**config.mk**
```make
export PLATFORM = sky130hd
export DESIGN_NAME = fb_write_sched
export DESIGN_NICKNAME = d
export VERILOG_FILES = /design/src/rtl/fb_pkg.sv /design/src/rtl/fb_write_sched_rr_arbiter.sv /design/src/rtl/fb_write_sched.sv
export SDC_FILE = /design/constraint.sdc
export NUM_CORES = 1
export LEC_CHECK = 0
export CORE_MARGIN = 8
export CORE_UTILIZATION = 45
export CTS_CLUSTER_SIZE = 25
export DETAILED_ROUTE_END_ITERATION = 16
export DONT_BUFFER_PORTS = 1
export PLACE_DENSITY = 0.59
export SKIP_LAST_GASP = 1
export SYNTH_ARGS = -nofsm -noshare
export SYNTH_HDL_FRONTEND = slang
export SYNTH_SLANG_ARGS = --single-unit
```
**constraint.sdc**
```tcl
create_clock -name clk50 -period 4.8 [get_ports clk50]
set_input_delay 0.24 -clock clk50 [delete_from_list [all_inputs] [get_ports clk50]]
set_output_delay 0.24 -clock clk50 [all_outputs]
set_load 0.1 [all_outputs]
```
**src/rtl/fb_pkg.sv**
```systemverilog
// Shared framebuffer geometry, coordinate type and scheduler state encoding
// for the write-port scheduler.
package fb_pkg;

  localparam int FB_WIDTH  = 640;
  localparam int FB_HEIGHT = 480;

  typedef logic [10:0] coord_t;

  typedef enum logic [0:0] {
    IDLE,
    CLEAR
  } sched_state_t;

  function automatic logic in_bounds(input coord_t x, input coord_t y,
                                     input coord_t x_lim, input coord_t y_lim);
    return (x < x_lim) && (y < y_lim);
  endfunction

endpackage

```
**src/rtl/fb_write_sched_rr_arbiter.sv**
```systemverilog
// Combinational round-robin arbiter: grants the first set request at or after
// ptr, wrapping. The pointer register itself lives in the caller.
module rr_arbiter #(
  parameter int NREQ = 2,
  parameter int PW   = (NREQ > 1) ? $clog2(NREQ) : 1
) (
  input  logic [NREQ-1:0] req,
  input  logic [PW-1:0]   ptr,
  output logic [NREQ-1:0] grant
);

  logic [2*NREQ-1:0] req_dbl;
  logic [2*NREQ-1:0] req_shift;
  logic [NREQ-1:0]   req_rot;
  logic [NREQ-1:0]   gnt_rot;
  logic [2*NREQ-1:0] gnt_dbl;

  // Rotate so bit 0 is the pointer position, isolate the lowest set bit,
  // then rotate the one-hot result back into requester order.
  always_comb begin
    req_dbl   = {req, req};
    req_shift = req_dbl >> ptr;
    req_rot   = req_shift[NREQ-1:0];
    gnt_rot   = req_rot & (~req_rot + NREQ'(1));
    gnt_dbl   = {gnt_rot, gnt_rot} << ptr;
    grant     = gnt_dbl[2*NREQ-1:NREQ];
  end

endmodule

```
**src/rtl/fb_write_sched.sv**
```systemverilog
// Write-port scheduler for the B/W VGA framebuffer: round-robin sharing among
// drawing clients, a priority full-screen clear sweep and out-of-range dropping.
module fb_write_sched
  import fb_pkg::*;
#(
  parameter int WIDTH  = FB_WIDTH,
  parameter int HEIGHT = FB_HEIGHT,
  parameter int NREQ   = 2
) (
  input  logic               clk50,
  input  logic               reset,
  input  logic               clear_start,
  input  logic               clear_color,
  output logic               clear_busy,
  output logic               clear_done,
  input  logic [NREQ-1:0]    req_valid,
  input  logic [11*NREQ-1:0] req_x,
  input  logic [11*NREQ-1:0] req_y,
  input  logic [NREQ-1:0]    req_color,
  output logic [NREQ-1:0]    req_grant,
  output logic [10:0]        fb_x,
  output logic [10:0]        fb_y,
  output logic               fb_color,
  output logic               fb_write
);

  localparam int     PW     = $clog2(NREQ);
  localparam coord_t X_LIM  = coord_t'(WIDTH);
  localparam coord_t Y_LIM  = coord_t'(HEIGHT);
  localparam coord_t X_LAST = coord_t'(WIDTH - 1);
  localparam coord_t Y_LAST = coord_t'(HEIGHT - 1);

  sched_state_t state_q, state_d;
  coord_t       cx_q, cx_d;
  coord_t       cy_q, cy_d;
  logic         clr_color_q, clr_color_d;
  logic         busy_q, busy_d;
  logic         done_q, done_d;
  logic [PW-1:0] ptr_q, ptr_d;
  coord_t       fb_x_q, fb_x_d;
  coord_t       fb_y_q, fb_y_d;
  logic         fb_color_q, fb_color_d;
  logic         fb_write_q, fb_write_d;

  logic [NREQ-1:0] arb_grant;
  logic [NREQ-1:0] grant;
  logic [PW-1:0]   sel_idx;
  coord_t          sel_x;
  coord_t          sel_y;
  logic            sel_color;

  rr_arbiter #(
    .NREQ (NREQ),
    .PW   (PW)
  ) u_arb (
    .req   (req_valid),
    .ptr   (ptr_q),
    .grant (arb_grant)
  );

  // Grant is one-hot, so a plain priority scan is an exact mux.
  always_comb begin
    sel_idx   = '0;
    sel_x     = '0;
    sel_y     = '0;
    sel_color = 1'b0;
    for (int unsigned i = 0; i < NREQ; i++) begin
      if (arb_grant[i]) begin
        sel_idx   = PW'(i);
        sel_x     = req_x[11*i +: 11];
        sel_y     = req_y[11*i +: 11];
        sel_color = req_color[i];
      end
    end
  end

  always_comb begin
    state_d     = state_q;
    cx_d        = cx_q;
    cy_d        = cy_q;
    clr_color_d = clr_color_q;
    busy_d      = busy_q;
    done_d      = 1'b0;
    ptr_d       = ptr_q;
    fb_x_d      = fb_x_q;
    fb_y_d      = fb_y_q;
    fb_color_d  = fb_color_q;
    fb_write_d  = 1'b0;
    grant       = '0;

    unique case (state_q)
      IDLE: begin
        if (clear_start) begin
          state_d     = CLEAR;
          clr_color_d = clear_color;
          cx_d        = '0;
          cy_d        = '0;
          busy_d      = 1'b1;
        end else if (|arb_grant) begin
          grant      = arb_grant;
          fb_x_d     = sel_x;
          fb_y_d     = sel_y;
          fb_color_d = sel_color;
          fb_write_d = in_bounds(sel_x, sel_y, X_LIM, Y_LIM);
          ptr_d      = (sel_idx == PW'(NREQ - 1)) ? '0 : sel_idx + 1'b1;
        end
      end
      CLEAR: begin
        fb_x_d     = cx_q;
        fb_y_d     = cy_q;
        fb_color_d = clr_color_q;
        fb_write_d = 1'b1;
        if (cx_q == X_LAST) begin
          cx_d = '0;
          if (cy_q == Y_LAST) begin
            cy_d    = '0;
            state_d = IDLE;
            busy_d  = 1'b0;
            done_d  = 1'b1;
          end else begin
            cy_d = cy_q + 11'd1;
          end
        end else begin
          cx_d = cx_q + 11'd1;
        end
      end
      default: state_d = IDLE;
    endcase
  end

  always_ff @(posedge clk50 or posedge reset) begin
    if (reset) begin
      state_q     <= IDLE;
      cx_q        <= '0;
      cy_q        <= '0;
      clr_color_q <= 1'b0;
      busy_q      <= 1'b0;
      done_q      <= 1'b0;
      ptr_q       <= '0;
      fb_x_q      <= '0;
      fb_y_q      <= '0;
      fb_color_q  <= 1'b0;
      fb_write_q  <= 1'b0;
    end else begin
      state_q     <= state_d;
      cx_q        <= cx_d;
      cy_q        <= cy_d;
      clr_color_q <= clr_color_d;
      busy_q      <= busy_d;
      done_q      <= done_d;
      ptr_q       <= ptr_d;
      fb_x_q      <= fb_x_d;
      fb_y_q      <= fb_y_d;
      fb_color_q  <= fb_color_d;
      fb_write_q  <= fb_write_d;
    end
  end

  // Grant is combinational from IDLE state, so hold it low while reset is asserted.
  assign req_grant  = reset ? '0 : grant;
  assign clear_busy = busy_q;
  assign clear_done = done_q;
  assign fb_x       = fb_x_q;
  assign fb_y       = fb_y_q;
  assign fb_color   = fb_color_q;
  assign fb_write   = fb_write_q;

endmodule

```
==> load_flow_metrics.sql, run 1 <==
INSERT INTO impl_metrics (metric_group, metric, value, unit) VALUES
('global_routing', 'first_pass_grt_wire_length', '12200', 'um'),
('synth', 'number_of_synthesized_flops_with_an_enable_pin', '0', ''),
('synth', 'ys_seq_area_share', '46.6', '%'),
('clock_tree', 'clock_sink_count', '51', ''),
('sta', 'fmax', '375', 'MHz'),
('placement', 'detailed_place_hpwl', '5600', 'um'),
('drt', 'route.detailed.drc', '0', ''),
('floorplanning', 'die_x', '94.1', 'um'),
('clock_tree', 'cts_made_buffers', '5', ''),
('sta', 'final.setup_skew', '0.00596', 'ns'),
('synth', 'syn_area', '2740', 'um2'),
('synth', 'yosys_most_used_dff', 'sky130_fd_sc_hd__dfrtp_1', ''),
('finish', 'drive_above_1_share', '7.80', '%'),
('synth', 'ys_async_sr_fraction', '100', '%'),
('clock_tree', 'max-clock-path-buffers', '2', ''),
('sta', 'unrepaired_setup_endpoints_after_global_routing', 'false', ''),
('global_routing', 'via_count_of_the_first_global_routing_pass', '2324', ''),
('synth', 'synth.top_cells.by_area', 'sky130_fd_sc_hd__dfrtp_1 47%, sky130_fd_sc_hd__nor3_1 5.3%, sky130_fd_sc_hd__nand2_1 5.1%', ''),
('setup_path', 'rr_endpoint', 'fb_y[4]$_DFFE_PP0P_', ''),
('pwr', 'p_sw_share', '49.6', '%'),
('status', 'violations', 'negative hold slack', ''),
('global_routing', 'grt_max_degree', '53', ''),
('flow_run', 'drv_cap', '0', ''),
('synth', 'top_area_cell_type_share_of_the_netlist_area', '46.6', '%'),
('clock_tree', 'h-tree-depth', '2', ''),
('clock_tree', 'post_cts_resized', '0', ''),
('pwr', 'pwr-share-clk', '18.4', '%'),
('setup_path', 'worst-path-max-fanout', '14', ''),
('setup_path', 'cp_cell_sequence', 'nor2_1 > and3_1', ''),
('pwr', 'finalPower', '1.48', 'mW'),
('finish', 'final_core_util', '48.9', '%'),
('clock_tree', 'cts.hold.buffers_added', '0', ''),
('finish', 'mostFrequentLayoutCell', 'sky130_fd_sc_hd__dfrtp_1', ''),
('global_routing', 'antenna_violations_before_repair', '0', ''),
('setup_path', 'cp_top_family', 'simple AND/OR/NAND/NOR gates', ''),
('sta', 'holdWs', '-0.00236', 'ns'),
('sta', 'slew_violations', '0', ''),
('setup_path', 'worst-r2r-cell-count', '4', ''),
('synth', 'post_synth_num_cell_types', '48', ''),
('clock_tree', 'clk_pin_slew', '0.09', 'ns'),
('drt', 'drt-vias-per-instance', '6.39', ''),
('setup_path', 'cp-end-kind', 'output port', ''),
('setup_path', 'worst-endpoint-required', '4.56', 'ns'),
('hold_path', 'hp-class', 'in2async', ''),
('synth', 'post_synthesis_cell_count', '305', ''),
('synth', 'synthesis.yosys.warnings', '0', ''),
('floorplanning', 'i_o_pins', '80', ''),
('pwr', 'cell_internal_power', '747', 'uW'),
('sta', 'period_needed', '2.66', 'ns'),
('global_routing', 'globalRoute.totalOverflow', '0', ''),
('floorplanning', 'dieArea', '8850', 'um2'),
('synth', 'mappedNetlistNets', '359', ''),
('floorplanning', 'effective_utilization_at_floorplan', '46.3', '%'),
('status', 'outcome', 'finished, violations left', ''),
('finish', 'final_cell_mix', '51 x sky130_fd_sc_hd__dfrtp_1, 37 x sky130_fd_sc_hd__nand2_1, 28 x sky130_fd_sc_hd__nor2_1, 28 x sky130_fd_sc_hd__nor3_1, 17 x sky130_fd_sc_hd__o21ai_0', ''),
('clock_tree', 'ctsRootBufferMaster', 'sky130_fd_sc_hd__clkbuf_8', ''),
('setup_path', 'critPathKind', 'reg2out', ''),
('drt', 'routed-via-count', '2363', ''),
('setup_path', 'critPathBufInv', '0', ''),
('sta', 'timing.final.hold_violations', '10', ''),
('sta', 'finalSetupViolCount', '0', ''),
('floorplanning', 'core', '5920', 'um2'),
('drt', 'totalWireLength', '7860', 'um'),
('setup_path', 'critPathMaxStageDelay', '0.95', 'ns'),
('drt', 'drt_first_pass_iters', '4', ''),
('placement', 'io_buffers', '0', ''),
('drt', 'wire_length_per_cell', '21.2', 'um'),
('setup_path', 'r2r_setup_slack', '2.40', 'ns'),
('synth', 'synth.ff_latch_count', '51', ''),
('synth', 'post-synth-top-area-cell', 'sky130_fd_sc_hd__dfrtp_1', ''),
('pwr', 'combinationalPowerShare', '15.2', '%');
-- final cells by class --
type                    instances  area [um2]
clock buffers                   8         100
fillers                       573        3030
multi-input cells             227        1360
repair buffers                  5        55.1
inverters                       4        15.0
flip-flops and latches         51        1280
well taps                      75        93.8
-- flip-flops by register name (all words and copies together), names as in the netlist, 11 cells and up --
register  count
cx_q         11
cy_q         11
fb_x         11
fb_y         11
-- layer usage --
layer,track usage [%],routed length [um],up-vias
met5,0,0,-
met4,5.15,129,0
met3,6.08,640,10
met2,27.9,3720,69
met1,22.0,3380,1158
li1,-,-,1126
-- cell families (layout without fill, tap and decap cells) --
kind of cell	after synthesis	in the layout	share of synthesized area, %
and+or+nand+nor	137	137	24.7
AOI/OAI and AO/OA	84	84	22.1
adders and majority gates	2	2	0.913
DFF	51	51	46.6
buffers and inverters	27	17	4.34
muxes	1	1	0.411
xor gates and xnor gates	3	3	0.959
-- power by group through the flow --
stage / sequential [mW] / combinational [mW] / clock, mW
after floorplan: 0.954 / 0.202 / 0
after global placement: 0.995 / 0.223 / 0
after detailed placement: 0.996 / 0.226 / 0
after CTS: 0.987 / 0.228 / 0.278
after global routing: 1.00 / 0.258 / 0.298
final: 0.985 / 0.225 / 0.272
-- cell usage after synthesis, types with 3 or more instances --
library cell               count
sky130_fd_sc_hd__clkbuf_1     13
sky130_fd_sc_hd__nand2_1      37
sky130_fd_sc_hd__nor3_1       29
sky130_fd_sc_hd__a32oi_1       5
sky130_fd_sc_hd__o21ai_0      18
sky130_fd_sc_hd__buf_1         3
sky130_fd_sc_hd__and3_1        4
sky130_fd_sc_hd__a31oi_1       5
sky130_fd_sc_hd__nand3_1      12
sky130_fd_sc_hd__a221o_1       4
sky130_fd_sc_hd__o31ai_1       5
sky130_fd_sc_hd__inv_1         4
sky130_fd_sc_hd__a21oi_1      12
sky130_fd_sc_hd__nand4_1       6
sky130_fd_sc_hd__a221oi_1     14
sky130_fd_sc_hd__buf_2         4
sky130_fd_sc_hd__a22oi_1       3
sky130_fd_sc_hd__o221ai_1      4
sky130_fd_sc_hd__nor2_1       28
sky130_fd_sc_hd__or3_1         4
sky130_fd_sc_hd__nand2b_1      3
sky130_fd_sc_hd__and4_1        4
sky130_fd_sc_hd__dfrtp_1      51
-- metrics by stage --
step | setup WS (ns) | instances | area (um2)
2_1_floorplan | 1.50 | 305 | 2740
6_report | 2.14 | 370 | 2900
3_5_place_dp | 2.42 | 362 | 2800
3_3_place_gp | 2.53 | 362 | 2800
4_1_cts | 2.15 | 370 | 2900
5_1_grt | 2.03 | 370 | 2900
-- how the worst max path moves through the flow --
stage / start / end / slack (ns) / cells after the start
finish: state_q$_DFF_PP0_ / req_grant[0] / 2.14 / 2
floorplan: state_q$_DFF_PP0_ / req_grant[1] / 1.50 / 3
global route: state_q$_DFF_PP0_ / req_grant[0] / 2.03 / 2
detailed placement: state_q$_DFF_PP0_ / fb_y[4]$_DFFE_PP0P_ / 2.42 / 4
global placement: state_q$_DFF_PP0_ / fb_y[4]$_DFFE_PP0P_ / 2.53 / 4
CTS: state_q$_DFF_PP0_ / req_grant[0] / 2.15 / 2
No activity file was read; power rests on OpenSTA's default activity.
==> run 2: changes to the inputs <==
--- a/config.mk
+++ b/config.mk
@@ -5,6 +5,7 @@
 export SDC_FILE = /design/constraint.sdc
 export NUM_CORES = 1
 export LEC_CHECK = 0
+export ABC_AREA = 1
 export CORE_MARGIN = 8
 export CORE_UTILIZATION = 45
 export CTS_CLUSTER_SIZE = 25
==> constraint.sdc (replaced) <==
create_clock -name clk50 -period 2.58 [get_ports clk50]
set_input_delay 0.129 -clock clk50 [delete_from_list [all_inputs] [get_ports clk50]]
set_output_delay 0.129 -clock clk50 [all_outputs]
set_load 0.1 [all_outputs]
==> run 2 against run 1 <==
The flow now finishes without violations. Clock-buffer cell count down 3. Non-clock buffer count up 40. Wire length up 6.4%. First-iteration DRC count up 8.6%. Register-to-register slack worse by 1.8 ns.
==> load_flow_metrics.sql, run 2 <==
INSERT INTO impl_metrics (metric_group, metric, value, unit) VALUES
('synth', 'ys_seq_area_share', '43.4', '%'),
('clock_tree', 'tritoncts', 'done', ''),
('synth', 'top_area_cell_type_share_of_the_netlist_area', '43.4', '%'),
('sta', 'period_needed', '2.00', 'ns'),
('floorplanning', 'i_o_pins', '80', ''),
('drt', 'routed-via-count', '2671', ''),
('setup_path', 'cp_cell_sequence', 'buf_4 > inv_1 > buf_4 > o22ai_1 > a31oi_1 > dlygate4sd3_1', ''),
('floorplanning', 'rows', '29', ''),
('floorplanning', 'die_x', '96.8', 'um'),
('finish', 'multiInputGateArea', '1450', 'um2'),
('placement', 'detailed_place_hpwl', '6230', 'um'),
('sta', 'normalized_max_slew_margin', '28.0', '%'),
('drt', 'drt-initial-drc-count', '139', ''),
('synth', 'synth.top_cells.by_area', 'sky130_fd_sc_hd__dfrtp_1 43%, sky130_fd_sc_hd__nand2_1 15%, sky130_fd_sc_hd__nand3_1 4.8%', ''),
('setup_path', 'worst-endpoint-required', '2.77', 'ns'),
('clock_tree', 'insertion_delay', '0.31', 'ns'),
('setup_path', 'worst_setup_path_start_kind', 'flop', ''),
('setup_path', 'data_arrival_at_the_endpoint_of_the_critical_path', '2.19', 'ns'),
('setup_path', 'cp-end-kind', 'flop', ''),
('placement', 'place_congestion', '0.849', ''),
('hold_path', 'hp-class', 'in2reg', ''),
('clock_tree', 'ctsRootBufferMaster', 'sky130_fd_sc_hd__clkbuf_8', ''),
('setup_path', 'critical_path_slowest_stage_cell', 'sky130_fd_sc_hd__dlygate4sd3_1', ''),
('clock_tree', 'max-clock-path-buffers', '2', ''),
('clock_tree', 'clock_sink_count', '51', ''),
('sta', 'worst_pin_slew', '1.08', 'ns'),
('floorplanning', 'dieArea', '9370', 'um2'),
('synth', 'post-synth-top-area-cell', 'sky130_fd_sc_hd__dfrtp_1', ''),
('global_routing', 'grt_max_degree', '52', ''),
('status', 'outcome', 'completed', ''),
('setup_path', 'worst-path-max-fanout', '27', ''),
('drt', 'route.antenna.remaining_nets', '0', ''),
('drt', 'drt_first_pass_iters', '4', ''),
('floorplanning', 'core', '6350', 'um2'),
('clock_tree', 'clk_pin_slew', '0.09', 'ns'),
('synth', 'ys_async_sr_fraction', '100', '%'),
('finish', 'final_cell_mix', '119 x sky130_fd_sc_hd__nand2_1, 51 x sky130_fd_sc_hd__dfrtp_1, 28 x sky130_fd_sc_hd__nand3_1, 24 x sky130_fd_sc_hd__inv_1, 23 x sky130_fd_sc_hd__buf_4', ''),
('global_routing', 'antenna_violations_before_repair', '0', ''),
('sta', 'finalSetupViolCount', '0', ''),
('synth', 'post_synth_num_cell_types', '37', ''),
('finish', 'final_core_util', '54.3', '%'),
('sta', 'slew_violations', '0', ''),
('flow_run', 'drv_cap', '0', ''),
('pwr', 'finalPower', '1.39', 'mW'),
('sta', 'fin_tns_setup', '0', 'ns'),
('synth', 'yosys_most_used_dff', 'sky130_fd_sc_hd__dfrtp_1', ''),
('sta', 'unrepaired_setup_endpoints_after_global_routing', 'false', ''),
('setup_path', 'cp_top_family', 'buffers and inverters', ''),
('sta', 'final.setup_skew', '0.00824', 'ns'),
('setup_path', 'critPathKind', 'reg2reg', ''),
('pwr', 'power-per-cell-area', '403', 'nW/um2'),
('setup_path', 'critPathBufInv', '4', ''),
('synth', 'post_synthesis_cell_count', '378', ''),
('global_routing', 'global_routing_usage_summed_across_all_routing_layers', '17.7', '%'),
('synth', 'synth.top_cells.by_count', '119 x sky130_fd_sc_hd__nand2_1, 51 x sky130_fd_sc_hd__dfrtp_1, 28 x sky130_fd_sc_hd__nand3_1', ''),
('global_routing', 'first_pass_grt_wire_length', '13800', 'um'),
('finish', 'antennaDiodeCount', '0', ''),
('finish', 'synthToLayoutAreaGrowth', '17.4', '%'),
('synth', 'mappedNetlistNets', '432', ''),
('drt', 'totalWireLength', '8370', 'um'),
('setup_path', 'critPathMaxStageDelay', '0.60', 'ns'),
('synth', 'synthesis.yosys.warnings', '0', ''),
('floorplanning', 'effective_utilization_at_floorplan', '46.3', '%'),
('pwr', 'static-leakage-power', '1.65', 'nW'),
('synth', 'synth.ff_latch_count', '51', ''),
('synth', 'synthMostInstantiatedCell', 'sky130_fd_sc_hd__nand2_1', ''),
('finish', 'nets_finish', '469', ''),
('floorplanning', 'die_height', '96.8', 'um'),
('drt', 'drt-vias-per-instance', '5.42', ''),
('synth', 'mean_syn_cell_area', '7.77', 'um2'),
('global_routing', 'via_count_of_the_first_global_routing_pass', '2681', ''),
('synth', 'number_of_synthesized_flops_with_an_enable_pin', '0', ''),
('clock_tree', 'cts_made_buffers', '5', ''),
('finish', 'final.fill_count', '599', ''),
('global_routing', 'globalRoute.totalOverflow', '0', ''),
('sta', 'final_critical_path_share_of_the_clock_period', '77.7', '%'),
('sta', 'timing.final.hold_violations', '0', ''),
('pwr', 'vdd_ir_drop_max', '231', 'uV'),
('clock_tree', 'h-tree-depth', '2', ''),
('drt', 'route.detailed.drc', '0', ''),
('setup_path', 'critical-path-top-cell-by-count', 'sky130_fd_sc_hd__buf_4', ''),
('clock_tree', 'postCtsSetupRepairBufs', '0', ''),
('placement', 'io_buffers', '0', ''),
('drt', 'wire_length_per_cell', '17.0', 'um'),
('finish', 'mostFrequentLayoutCell', 'sky130_fd_sc_hd__nand2_1', ''),
('sta', 'fmax', '499', 'MHz'),
('finish', 'drive_above_1_share', '15.1', '%'),
('synth', 'syn_area', '2940', 'um2'),
('finish', 'area.sequential', '1280', 'um2');
-- run 2: changes by cell type after synthesis, moves of 10 or more --
cell / delta
sky130_fd_sc_hd__inv_1: +21
sky130_fd_sc_hd__nand2_1: +82
sky130_fd_sc_hd__nand3_1: +16
sky130_fd_sc_hd__o22ai_1: +15
sky130_fd_sc_hd__nor3_1: -24
sky130_fd_sc_hd__clkbuf_1: -12
sky130_fd_sc_hd__o21ai_0: -10
sky130_fd_sc_hd__a221oi_1: -14
sky130_fd_sc_hd__inv_2: +11
sky130_fd_sc_hd__o21ai_1: +10
-- run 2: layout make-up --
type | instances | share of cell area (%)
clock buffers | 5 | 2.00
flip-flops and latches | 51 | 37.0
repair buffers | 45 | 11.7
clock inverters | 3 | 0.581
inverters | 37 | 4.03
multi-input cells | 275 | 41.9
well taps | 77 | 2.79
-- run 2: repair_timing --
action | 4_1_cts | 5_1_grt
endpoints found under the hold margin | 38 | 0
gates resized for setup | 0 | 0
hold buffers | 21 | 0
-- run 2: kinds of logic after synthesis --
family | count (synthesis) | synth area share, %
AND/OR/NAND/NOR | 196 | 30.7
AO/OA/AOI/OAI | 69 | 14.8
buffers and inverters | 52 | 7.84
flip-flops | 51 | 43.4
XOR/XNOR | 8 | 2.39
adder cells (fa/ha/maj) | 2 | 0.852
-- run 2: worst paths after layout --
| check | cells past startpoint | startpoint | slack, ns | endpoint |
|---|---|---|---|---|
| worst max-delay path | 6 | state_q$_DFF_PP0_ | 0.58 | fb_x[1]$_DFFE_PP0P_ |
| max in group asynchronous | 2 | reset | 1.38 | cy_q[9]$_DFFE_PP0P_ |
| worst min register to register | 2 | clear_busy$_DFFE_PP0P_ | 0.49 | clear_busy$_DFFE_PP0P_ |
| worst max register to register | 6 | state_q$_DFF_PP0_ | 0.58 | fb_x[1]$_DFFE_PP0P_ |
| min in group asynchronous | 2 | reset | 0.54 | ptr_q$_DFFE_PP0P_ |
| worst min-delay path | 3 | clear_start | 0.01 | cx_q[9]$_DFFE_PP0P_ |
-- run 2: metal layers --
| metal | part of all wire, % | global-route usage, % | vias up |
|---|---|---|---|
| li1 | - | - | 1321 |
| met1 | 48 | 23.8 | 1253 |
| met2 | 44 | 26.7 | 90 |
| met3 | 7.2 | 5.05 | 7 |
| met4 | 1.5 | 5.09 | 0 |
| met5 | 0 | 0 | - |
-- run 2: report_power, final --
| group | internal, mW | leakage (nW) | total [mW] | switching [mW] |
|---|---|---|---|---|
| Combinational | 0.0375 | 1.05 | 0.116 | 0.0783 |
| Sequential | 0.802 | 0.557 | 0.805 | 0.00325 |
| Clock | 0.189 | 0.0402 | 0.470 | 0.280 |
| Total | 1.03 | 1.65 | 1.39 | 0.362 |
-- run 2: metrics by stage --
step | hold WS (ns) | instance area, um2 | cells | setup WS (ns)
2_1_floorplan | 0.246 | 2940 | 378 | 0.285
3_3_place_gp | 0.247 | 3150 | 464 | 0.953
6_report | 0.0120 | 3450 | 493 | 0.575
5_1_grt | 0.0206 | 3450 | 493 | 0.444
4_1_cts | 0.00138 | 3450 | 493 | 0.581
3_5_place_dp | 0.254 | 3150 | 464 | 0.939
-- run 2: tightest hold or removal path, delay by kind of cell --
family / cells / cell delay (ns)
AOI/OAI and AO/OA: 1 / 0.05
and+or+nand+nor: 2 / 0.11
==> run 3: changes to the inputs <==
--- a/config.mk
+++ b/config.mk
@@ -5,13 +5,13 @@
 export SDC_FILE = /design/constraint.sdc
 export NUM_CORES = 1
 export LEC_CHECK = 0
-export ABC_AREA = 1
+export ABC_AREA = 0
 export CORE_MARGIN = 8
 export CORE_UTILIZATION = 45
 export CTS_CLUSTER_SIZE = 25
 export DETAILED_ROUTE_END_ITERATION = 16
 export DONT_BUFFER_PORTS = 1
-export PLACE_DENSITY = 0.59
+export PLACE_DENSITY = 0.61
 export SKIP_LAST_GASP = 1
 export SYNTH_ARGS = -nofsm -noshare
 export SYNTH_HDL_FRONTEND = slang
==> constraint.sdc (replaced) <==
create_clock -name clk50 -period 1.8 [get_ports clk50]
set_input_delay 0.09 -clock clk50 [delete_from_list [all_inputs] [get_ports clk50]]
set_output_delay 0.09 -clock clk50 [all_outputs]
set_load 0.1 [all_outputs]
==> run 3 against run 2 <==
Via count down 2.7%. Non-clock buffer count up 22. Design area shrank 0.73%. Core utilization increased by 3.5 points. Clock-buffer cell count up 2. Global-route usage grew 1.9 points. Register-to-register slack got worse by 0.49 ns. Sequential share of layout area grew 0.31 points. Worst setup slack worse by 0.53 ns. Worst hold slack improved by 0.011 ns. First-iteration DRC count is 9.4% higher. Cell count shrank 12%. Largest cell class unchanged. Largest power group is now combinational cells. Highest routed layer unchanged.
==> load_flow_metrics.sql, run 3 (synthesis gave the netlist of run 1 again) <==
INSERT INTO impl_metrics (metric_group, metric, value, unit) VALUES
('drt', 'route.antenna.remaining_nets', '0', ''),
('status', 'outcome', 'completed', ''),
('floorplanning', 'core', '5920', 'um2'),
('clock_tree', 'clock_sink_count', '51', ''),
('pwr', 'power-per-cell-area', '1270', 'nW/um2'),
('sta', 'unrepaired_setup_endpoints_after_global_routing', 'true', ''),
('clock_tree', 'cts_made_buffers', '5', ''),
('setup_path', 'crit_path_start', 'state_q$_DFF_PP0_', ''),
('setup_path', 'worst_setup_path_start_kind', 'flop', ''),
('setup_path', 'crit-reg2reg-launch', 'ptr_q$_DFFE_PP0P_', ''),
('sta', 'finalSetupViolCount', '0', ''),
('setup_path', 'worst-path-max-fanout', '14', ''),
('setup_path', 'critPathKind', 'reg2out', ''),
('clock_tree', 'h-tree-depth', '2', ''),
('sta', 'fmax', '570', 'MHz'),
('pwr', 'vdd_ir_drop_max', '951', 'uV'),
('pwr', 'pwr-share-clk', '16.0', '%'),
('global_routing', 'antenna_violations_before_repair', '0', ''),
('flow_run', 'drv_cap', '0', ''),
('sta', 'timing.final.hold_violations', '0', ''),
('sta', 'fin_tns_setup', '0', 'ns'),
('pwr', 'p_sw_share', '47.5', '%'),
('sta', 'period_needed', '1.75', 'ns'),
('drt', 'totalWireLength', '8410', 'um'),
('floorplanning', 'dieArea', '8850', 'um2'),
('clock_tree', 'tritoncts', 'done', ''),
('placement', 'detailedPlace.worstSlack', '-0.00243', 'ns'),
('sta', 'worst_pin_slew', '0.658', 'ns'),
('floorplanning', 'i_o_pins', '80', ''),
('sta', 'final_critical_path_share_of_the_clock_period', '97.4', '%'),
('pwr', 'cell_internal_power', '2.28', 'mW'),
('pwr', 'p_seq_share', '36.5', '%'),
('finish', 'final.fill_count', '545', ''),
('setup_path', 'cp-end-kind', 'output port', ''),
('pwr', 'switching_power', '2.06', 'mW'),
('finish', 'final_cell_mix', '57 x sky130_fd_sc_hd__buf_4, 50 x sky130_fd_sc_hd__dfrtp_1, 37 x sky130_fd_sc_hd__nand2_1, 28 x sky130_fd_sc_hd__nor2_1, 28 x sky130_fd_sc_hd__nor3_1', ''),
('clock_tree', 'insertion_delay', '0.31', 'ns'),
('global_routing', 'global_routing_usage_summed_across_all_routing_layers', '19.6', '%'),
('setup_path', 'worst-endpoint-required', '1.71', 'ns'),
('pwr', 'combinationalPowerShare', '47.5', '%'),
('sta', 'slew_violations', '0', ''),
('drt', 'drt-vias-per-instance', '6.02', ''),
('clock_tree', 'max-clock-path-buffers', '2', ''),
('clock_tree', 'clk_pin_slew', '0.09', 'ns'),
('floorplanning', 'rows', '28', ''),
('placement', 'io_buffers', '0', ''),
('hold_path', 'hp-class', 'in2reg', ''),
('drt', 'drt_first_pass_iters', '5', ''),
('placement', 'place_congestion', '0.902', ''),
('hold_path', 'hold_path_origin', 'req_y[21]', ''),
('floorplanning', 'die_x', '94.1', 'um'),
('pwr', 'finalPower', '4.33', 'mW'),
('finish', 'final_cell_area', '3420', 'um2'),
('setup_path', 'data_arrival_at_the_endpoint_of_the_critical_path', '1.66', 'ns'),
('floorplanning', 'effective_utilization_at_floorplan', '46.3', '%'),
('drt', 'drt-initial-drc-count', '152', ''),
('sta', 'normalized_max_slew_margin', '56.1', '%'),
('finish', 'antennaDiodeCount', '0', ''),
('placement', 'detailed_place_hpwl', '6140', 'um'),
('finish', 'synthToLayoutAreaGrowth', '24.9', '%'),
('floorplanning', 'die_height', '94.1', 'um'),
('drt', 'routed-via-count', '2599', ''),
('global_routing', 'via_count_of_the_first_global_routing_pass', '2607', ''),
('finish', 'drive_above_1_share', '23.5', '%'),
('drt', 'route.detailed.drc', '0', ''),
('sta', 'final.setup_skew', '0.00748', 'ns'),
('global_routing', 'first_pass_grt_wire_length', '13700', 'um'),
('placement', 'post_dp_cell_area', '3220', 'um2'),
('drt', 'wire_length_per_cell', '19.5', 'um'),
('finish', 'mostFrequentLayoutCell', 'sky130_fd_sc_hd__buf_4', ''),
('clock_tree', 'ctsRootBufferMaster', 'sky130_fd_sc_hd__clkbuf_8', ''),
('finish', 'nets_finish', '410', ''),
('global_routing', 'grt_max_degree', '52', ''),
('hold_path', 'hold_depth', '2', ''),
('global_routing', 'globalRoute.totalOverflow', '0', ''),
('pwr', 'static-leakage-power', '1.44', 'nW'),
('setup_path', 'worst-r2r-cell-count', '4', ''),
('sta', 'slack_of_the_critical_path', '0.0466', 'ns');
-- run 3: power by group through the flow --
stage	combinational, mW	clock, mW	sequential, mW
6_report	2.06	0.695	1.58
5_1_grt	2.17	0.760	1.62
4_1_cts	2.06	0.705	1.58
3_5_place_dp	2.04	0	1.60
3_3_place_gp	2.03	0	1.59
2_1_floorplan	0.541	0	2.54
-- run 3: cell type report --
cell class	instances	area, um2	area share (%)
multi-input combinational	227	1390	40.6
sequential	51	1280	37.3
timing repair buffer	67	551	16.1
tap	75	93.8	2.74
clock buffer	7	86.3	2.52
inverter	4	18.8	0.548
clock inverter	1	5.00	0.146
-- run 3: metrics by stage --
| stage | instances | util [%] | hold slack (ns) |
|---|---|---|---|
| floorplan | 305 | - | 0.141 |
| global placement | 415 | 54.3 | 0.196 |
| detailed placement | 415 | 54.3 | 0.187 |
| CTS | 432 | 57.4 | 0.0244 |
| global route | 432 | 57.8 | 0.0264 |
| finish | 432 | 57.8 | 0.0230 |
-- run 3: worst paths after layout --
path                            slack (ns)                      end
worst min-delay path                  0.02     fb_y[10]$_DFFE_PP0P_
worst max register to register        0.09       fb_write$_DFF_PP0_
max in group asynchronous             0.91        state_q$_DFF_PP0_
min in group asynchronous             0.41      fb_x[1]$_DFFE_PP0P_
worst max-delay path                  0.05             req_grant[1]
worst min register to register        0.48  clr_color_q$_DFFE_PP0P_
-- run 3: routing by layer --
metal	track usage [%]	part of all wire (%)
met3	5.20	6.6
met1	25.2	45
met5	0	0
met2	30.8	47
met4	7.00	2.2
-- run 3: worst max-delay path: stages, from the launching register on --
cell and delay [ns]:
sky130_fd_sc_hd__dfrtp_2 0.46, sky130_fd_sc_hd__buf_6 0.17, sky130_fd_sc_hd__or2_4 0.29, sky130_fd_sc_hd__nor3_4 0.22
sky130_fd_sc_hd__buf_12 0.20
-- run 3: what timing repair did --
item	CTS	global route
setup buffers	3	0
endpoints found under the hold margin	55	0
resized for setup	1	6
pin swaps	1	3
hold buffers	6	0
endpoints found under the setup margin	3	8
